File: src/rtl/iomem_arbiter.sv
// Round-robin arbiter sharing the iomem peripheral bus between the CPU (m0) and DMA (m1),
// with a per-transfer watchdog that completes a hung access with ERR_DATA.
module iomem_arbiter #(
    parameter int unsigned TIMEOUT  = 64,
    parameter logic [31:0] ERR_DATA = 32'hDEAD_BEEF
) (
    input  logic        clk,
    input  logic        reset,
    input  logic        m0_valid,
    output logic        m0_ready,
    input  logic [3:0]  m0_wstrb,
    input  logic [31:0] m0_addr,
    input  logic [31:0] m0_wdata,
    output logic [31:0] m0_rdata,
    input  logic        m1_valid,
    output logic        m1_ready,
    input  logic [3:0]  m1_wstrb,
    input  logic [31:0] m1_addr,
    input  logic [31:0] m1_wdata,
    output logic [31:0] m1_rdata,
    output logic        s_valid,
    input  logic        s_ready,
    output logic [3:0]  s_wstrb,
    output logic [31:0] s_addr,
    output logic [31:0] s_wdata,
    input  logic [31:0] s_rdata,
    output logic        s_owner,
    output logic        timeout_pulse,
    output logic [7:0]  err_count,
    output logic [1:0]  dbg_state
);

    // Handshake: a master holds mN_valid and its request fields until it sees mN_ready,
    // a one-cycle completion pulse; s_valid and s_* stay stable until s_ready or timeout.
    typedef enum logic [1:0] {
        IDLE = 2'd0,
        BUSY = 2'd1,
        DONE = 2'd2
    } state_t;

    localparam logic [15:0] WDOG_LAST = 16'(TIMEOUT - 1);

    state_t      state, state_d;
    logic        last_grant, last_grant_d;
    logic [15:0] wdog, wdog_d;
    logic        s_valid_d, s_owner_d;
    logic [3:0]  s_wstrb_d;
    logic [31:0] s_addr_d, s_wdata_d;
    logic        m0_ready_d, m1_ready_d;
    logic [31:0] m0_rdata_d, m1_rdata_d;
    logic        timeout_pulse_d;
    logic [7:0]  err_count_d;
    logic        winner;

    assign dbg_state = state;

    always_comb begin
        state_d         = state;
        last_grant_d    = last_grant;
        wdog_d          = wdog;
        s_valid_d       = s_valid;
        s_owner_d       = s_owner;
        s_wstrb_d       = s_wstrb;
        s_addr_d        = s_addr;
        s_wdata_d       = s_wdata;
        m0_rdata_d      = m0_rdata;
        m1_rdata_d      = m1_rdata;
        err_count_d     = err_count;
        m0_ready_d      = 1'b0;
        m1_ready_d      = 1'b0;
        timeout_pulse_d = 1'b0;
        // On a tie the master that did not win last time takes the bus.
        winner          = (m0_valid && m1_valid) ? ~last_grant : m1_valid;

        case (state)
            IDLE: begin
                if (m0_valid || m1_valid) begin
                    state_d   = BUSY;
                    s_valid_d = 1'b1;
                    s_owner_d = winner;
                    s_addr_d  = winner ? m1_addr  : m0_addr;
                    s_wdata_d = winner ? m1_wdata : m0_wdata;
                    s_wstrb_d = winner ? m1_wstrb : m0_wstrb;
                    wdog_d    = 16'd0;
                end
            end
            BUSY: begin
                wdog_d = wdog + 16'd1;
                if (s_ready) begin
                    if (s_owner) begin
                        m1_rdata_d = s_rdata;
                        m1_ready_d = 1'b1;
                    end else begin
                        m0_rdata_d = s_rdata;
                        m0_ready_d = 1'b1;
                    end
                    s_valid_d    = 1'b0;
                    last_grant_d = s_owner;
                    state_d      = DONE;
                end else if (wdog == WDOG_LAST) begin
                    if (s_owner) begin
                        m1_rdata_d = ERR_DATA;
                        m1_ready_d = 1'b1;
                    end else begin
                        m0_rdata_d = ERR_DATA;
                        m0_ready_d = 1'b1;
                    end
                    timeout_pulse_d = 1'b1;
                    if (err_count != 8'hFF) begin
                        err_count_d = err_count + 8'd1;
                    end
                    s_valid_d    = 1'b0;
                    last_grant_d = s_owner;
                    state_d      = DONE;
                end
            end
            DONE: begin
                state_d = IDLE;
            end
            default: begin
                state_d = IDLE;
            end
        endcase
    end

    always_ff @(posedge clk) begin
        if (reset) begin
            state         <= IDLE;
            last_grant    <= 1'b1;
            wdog          <= 16'd0;
            s_valid       <= 1'b0;
            s_owner       <= 1'b0;
            s_wstrb       <= 4'd0;
            s_addr        <= 32'd0;
            s_wdata       <= 32'd0;
            m0_ready      <= 1'b0;
            m1_ready      <= 1'b0;
            m0_rdata      <= 32'd0;
            m1_rdata      <= 32'd0;
            timeout_pulse <= 1'b0;
            err_count     <= 8'd0;
        end else begin
            state         <= state_d;
            last_grant    <= last_grant_d;
            wdog          <= wdog_d;
            s_valid       <= s_valid_d;
            s_owner       <= s_owner_d;
            s_wstrb       <= s_wstrb_d;
            s_addr        <= s_addr_d;
            s_wdata       <= s_wdata_d;
            m0_ready      <= m0_ready_d;
            m1_ready      <= m1_ready_d;
            m0_rdata      <= m0_rdata_d;
            m1_rdata      <= m1_rdata_d;
            timeout_pulse <= timeout_pulse_d;
            err_count     <= err_count_d;
        end
    end

endmodule

File: config.mk
export PLATFORM = sky130hd
export DESIGN_NAME = iomem_arbiter
export DESIGN_NICKNAME = d
export VERILOG_FILES = /design/src/rtl/iomem_arbiter.sv
export SDC_FILE = /design/constraint.sdc
export NUM_CORES = 1
export LEC_CHECK = 0
export ABC_AREA = 1
export BUFFER_PORTS_ARGS = -buffer_cell sky130_fd_sc_hd__buf_2
export CORE_ASPECT_RATIO = 0.75
export CORE_UTILIZATION = 45
export CTS_CLUSTER_DIAMETER = 80
export DETAILED_ROUTE_END_ITERATION = 10
export GPL_TIMING_DRIVEN = 0
export PLACE_DENSITY_LB_ADDON = 0.12
export SYNTH_ARGS = -nofsm -noshare
export SYNTH_HDL_FRONTEND = slang
export SYNTH_SLANG_ARGS = --single-unit
export TNS_END_PERCENT = 30
File: constraint.sdc
create_clock -name clk -period 2.8 [get_ports clk]
set_clock_uncertainty 0.2 [all_clocks]
set_input_delay 0.56 -clock clk [delete_from_list [all_inputs] [get_ports clk]]
set_output_delay 0.56 -clock clk [all_outputs]
set_load 0.01 [all_outputs]
[Word-level counts from Yosys, hierarchy flattened]
Index checks and enable logic that the tools add are counted.
Storage, ports and cells
  flip-flop bits (word level): 164
  input bits: 173
  output and inout port bits: 147
  word-level logic and storage cells: 71
Cells by class
  $add $sub $neg: 2
  equality and inequality tests: 5
  multiplexer cells: 31
  bitwise gates (word level): 4
  reductions and logical operators: 15
Operators by type and width (number)
  $mux 32: 10
  $pmux 16 s2: 1
  $add 16x1->16 const B: 1
  $eq 16x6->1 const B: 1
  $mux 16: 1
  $mux 1: 13
  $reduce_and 3->1: 3
  $add 8x1->8 const B: 1
  $ne 8x8->1 const B: 1
  $reduce_and 2->1: 4
  $mux 2: 3
  $mux 4: 1
  $not 1->1: 4
  $pmux 2 s2: 1
  $reduce_and 4->1: 1
  $reduce_bool 2->1: 2
  $ne 3x3->1 const B: 1
  $reduce_or 3->1: 1
  $eq 2x1->1 const B: 1
  $logic_not 2->1: 1
  $ne 2x2->1 const B: 1
  $pmux 1 s2: 1
  $reduce_or 2->1: 1
  $logic_and 1x1->1: 1
  $logic_or 1x1->1: 1

[Longest topological paths before layout]
  word-level depth: 4
  mapped depth: 12

[Least setup slack after synthesis]
Ideal clock, no wire load.
  kind: input to register
  from: input port m1_valid
  to: register s_addr[24]
  library setup time: 0.074 ns
  arrival: 1.485 ns
  required time: 2.526 ns
  path slack: 1.041 ns
  stages on the path: 6
  cells stage by stage: inv_1 > a21oi_2 > buf_2 > clkbuf_1 > nand2_1 > a31oi_1
Between the ends
  word-level cells in the longest chain between the ends: 3
  elaborated cells on any way between the ends: 5
  classes of those cells: mux: 2; reduce/logical: 3
RTL lines
  from (decl): RTL line 15  | input logic m1_valid,
  $logic_and 1x1->1: RTL line 73  | winner = (m0_valid && m1_valid) ? ~last_grant : m1_valid;
  $mux 1: RTL line 73
  $mux 32: RTL line 81  | s_addr_d = winner ? m1_addr : m0_addr;
  to (signal assigned): RTL line 149  | s_addr <= s_addr_d;
  to (decl): RTL line 24  | output logic [31:0] s_addr,
Parallel ways exist; a longest one is shown, timed or not.
A chain may end at the register's enable or synchronous reset.

[Worst setup path in the final report]
  from: register wdog[0]
  to: register err_count[4]
Between the ends
  word-level cells in the longest chain between the ends: 2
RTL lines
  from (decl): RTL line 45  | logic [15:0] wdog, wdog_d;
  from (signal assigned): RTL line 145  | wdog <= wdog_d;
  $eq 16x6->1: RTL line 100  | end else if (wdog == WDOG_LAST) begin
  $reduce_and 4->1 (no source line)
  to (signal assigned): RTL line 156  | err_count <= err_count_d;
  to (decl): RTL line 29  | output logic [7:0] err_count,
Every way passes these cells.

==> metrics <==
Least-Margin Pin Slew=around 0.64 ns; fin nets=~1600; drt total wl=about 24000 um; ratio of cells with drive above 1 in the final layout=about 28%; YS warnings=0; dpl ws=0.397 ns; cts bufs inserted=17; area leader, netlist=dfxtp_1; vias in the first global route=7328; syn_area_per_cell=6.90 um^2; Gate Count Post-Synth=around 1100; CTS tree=built; Sink Count=164; # setup viols final=0; post-DP HPWL=between 15000 and 20000 um; CP arrival=~2.2 ns; fin worst setup slack=about 0.66 ns; DR iter-0 viols=roughly 530; drt pass-1 iters=5; clk buf depth=2; max-cap violation count=0; RSZ-0062 raised after global routing=no; ANT cells=0; FF+latch count, synth=164; max-slew violation count=0; crit-path cells=ha_1 -> nand3_2 -> nor2_1 -> nand2_1 -> nor2_1 -> nand2_2 -> nand2_1 -> a21oi_1; VDD IR max=approximately 0.37 mV; Post CTS Setup Buffer Count=0; Final Hold Fails=0; critical path capture point type=register; ranking of synthesized cells by area=dfxtp_1, nand2_1, inv_1, a31oi_1, o21ai_0; cts hold-fix bufs=0; setup_tns=0 ns; Detail Route Antenna Nets=0; Synth top area share=approximately 44%; first-pass GRT wire length=between 30000 and 40000 um; # DRC=0; critical-path maximum fanout=8; FMAX=0.467 GHz; Starting Density=between 40% and 50%; CTS root buf=clkbuf_16; Slew HR=57.0%; status=complete, no violations; crit path kind=reg2reg; Hold Crit Class=in2reg; clock-pin slew on the worst setup and hold paths=~0.07 ns; RePlAce Congestion=about 0.91; WHS=~0.20 ns; via count=a little over 8000; H-tree lvl count=4; Die Ht=approximately 110 um; Mapped Area=around 7500 um^2; period utilization=roughly three quarters; port bufs=317; Final Critical Period=~2.1 ns; Layout area overhead=33.6%; area of the core=around 16000 um^2; DIE WIDTH=151 um; Hold Path Depth=3; Cell Pwr Density=around 620 nW/um^2; Seq/Total Area, Yosys=between 40 and 50%; post_cts resized=0; number of distinct library cells after synthesis=31; Layout Cells excl Fill=between 1500 and 2000; dpl cells=around 1600; initial antenna violation count=0; FF-to-FF path depth=8; row cnt=40; critical path launch point type=register; pin count of the biggest net entering global routing=17; P_leak=5.24 nW; Critical Path Max Stage Delay=between 0.4 and 0.5 ns; total track usage=between 20% and 30%; Slowest cell on crit path=nor2_1; Synth Net Count=roughly 1300; clk_lat worst skew=around 0.42 ns; I/O pin cnt=320; DR WL/cell=about 15 um; total gr overflow=0; DIE AREA=approximately 17000 um^2; CP required=between 2 and 3 ns; vias per inst=between 4 and 5
power by group:
part	internal, mW	switching [mW]
combinational	0.380	0.648
sequential	2.51	0.0825
clock	1.59	1.01
total	4.48	1.74
kinds of logic after synthesis:
group | after synthesis | share of synthesized area [%]
buffers and inverters | 223 | 12.0
flip-flops | 164 | 44.0
XOR/XNOR | 5 | 0.587
AND/OR/NAND/NOR | 490 | 28.0
adder cells (fa/ha/maj) | 2 | 0.335
AO/OA/AOI/OAI | 197 | 15.1
flip-flops by register name, summed over array words and instances (netlist names):
register       flops
last_grant         1
wdog              16
s_addr            32
err_count          8
s_valid            1
m0_ready           1
m1_ready           1
s_owner            1
s_wstrb            4
m0_rdata          32
s_wdata           32
dbg_state          2
m1_rdata          32
timeout_pulse      1
layout by cell type, fill, tap and decap left out, drive strengths merged:
cell type    n
buf        348
nand2      313
dfxtp      164
inv        148
nor2        91
o21ai       79
a31oi       69
clkbuf      62
nand4       54
a21oi       45
nand3       22
nor3         6
clkinv       6
bufinv       5
xor2         3
clkinvlp     3
xnor2        2
a21boi       2
nor4         2
ha           2
o21a         1
nor3b        1
a22oi        1
nand3b       1
final cells by class:
class                   instances  area [um^2]
inverters                     147          552
clock buffers                  17          425
fillers                      1608         6150
plain buffers                  76          342
clock inverters                15          230
flip-flops and latches        164         3280
multi-input cells             694         3280
well taps                     210          263
repair buffers                317         1590
metrics by stage:
stage          power (mW)  util (%)  area (um^2)
2_1_floorplan        3.19         -         7460
3_3_place_gp         3.65      57.8         9310
3_5_place_dp         3.66      57.8         9310
4_1_cts              6.25      61.8         9960
5_1_grt              6.48      61.8         9960
6_report             6.22      61.8         9960
layer usage:
layer	GRT usage, %	routed length (um)	up-vias
li1	-	-	4142
met1	37.2	11100	3677
met2	42.7	10400	311
met3	7.40	1900	24
met4	8.13	386	0
met5	0	0	-
final timing paths:
| check | from | end | slack [ns] |
|---|---|---|---|
| max | wdog[0] | err_count[4] | 0.66 |
| min | m1_wdata[19] | s_wdata[19] | 0.20 |
| max reg2reg | wdog[0] | err_count[4] | 0.66 |
| min reg2reg | m0_rdata[3] | m0_rdata[3] | 0.25 |
Yosys cell counts:
| cell type | n |
|---|---|
| nand3_2 | 2 |
| a21boi_0 | 2 |
| a22oi_1 | 1 |
| nand3_4 | 1 |
| nand2_4 | 1 |
| o21a_1 | 1 |
| buf_1 | 6 |
| nand3_1 | 19 |
| nand3b_1 | 1 |
| inv_2 | 3 |
| inv_1 | 143 |
| nor2_1 | 78 |
| xnor2_1 | 2 |
| ha_1 | 2 |
| nor4_1 | 2 |
| nand2_1 | 310 |
| a21oi_1 | 34 |
| dfxtp_1 | 164 |
| a31oi_1 | 69 |
| xor2_1 | 3 |
| clkbuf_1 | 45 |
| buf_2 | 21 |
| o21ai_0 | 79 |
| buf_6 | 4 |
| nand2_2 | 2 |
| nand4_1 | 54 |
| clkinv_1 | 1 |
| nor3b_1 | 1 |
| nor2_2 | 13 |
| nor3_1 | 6 |
| a21oi_2 | 11 |
worst max-delay path, delay by kind of cell (launching register included):
family                     cells  cell delay, ns
and+or+nand+nor                6            1.14
DFF                            1            0.37
adders and majority gates      1            0.22
AOI/OAI and AO/OA              1            0.06
Power figures use the tool's default switching activity.
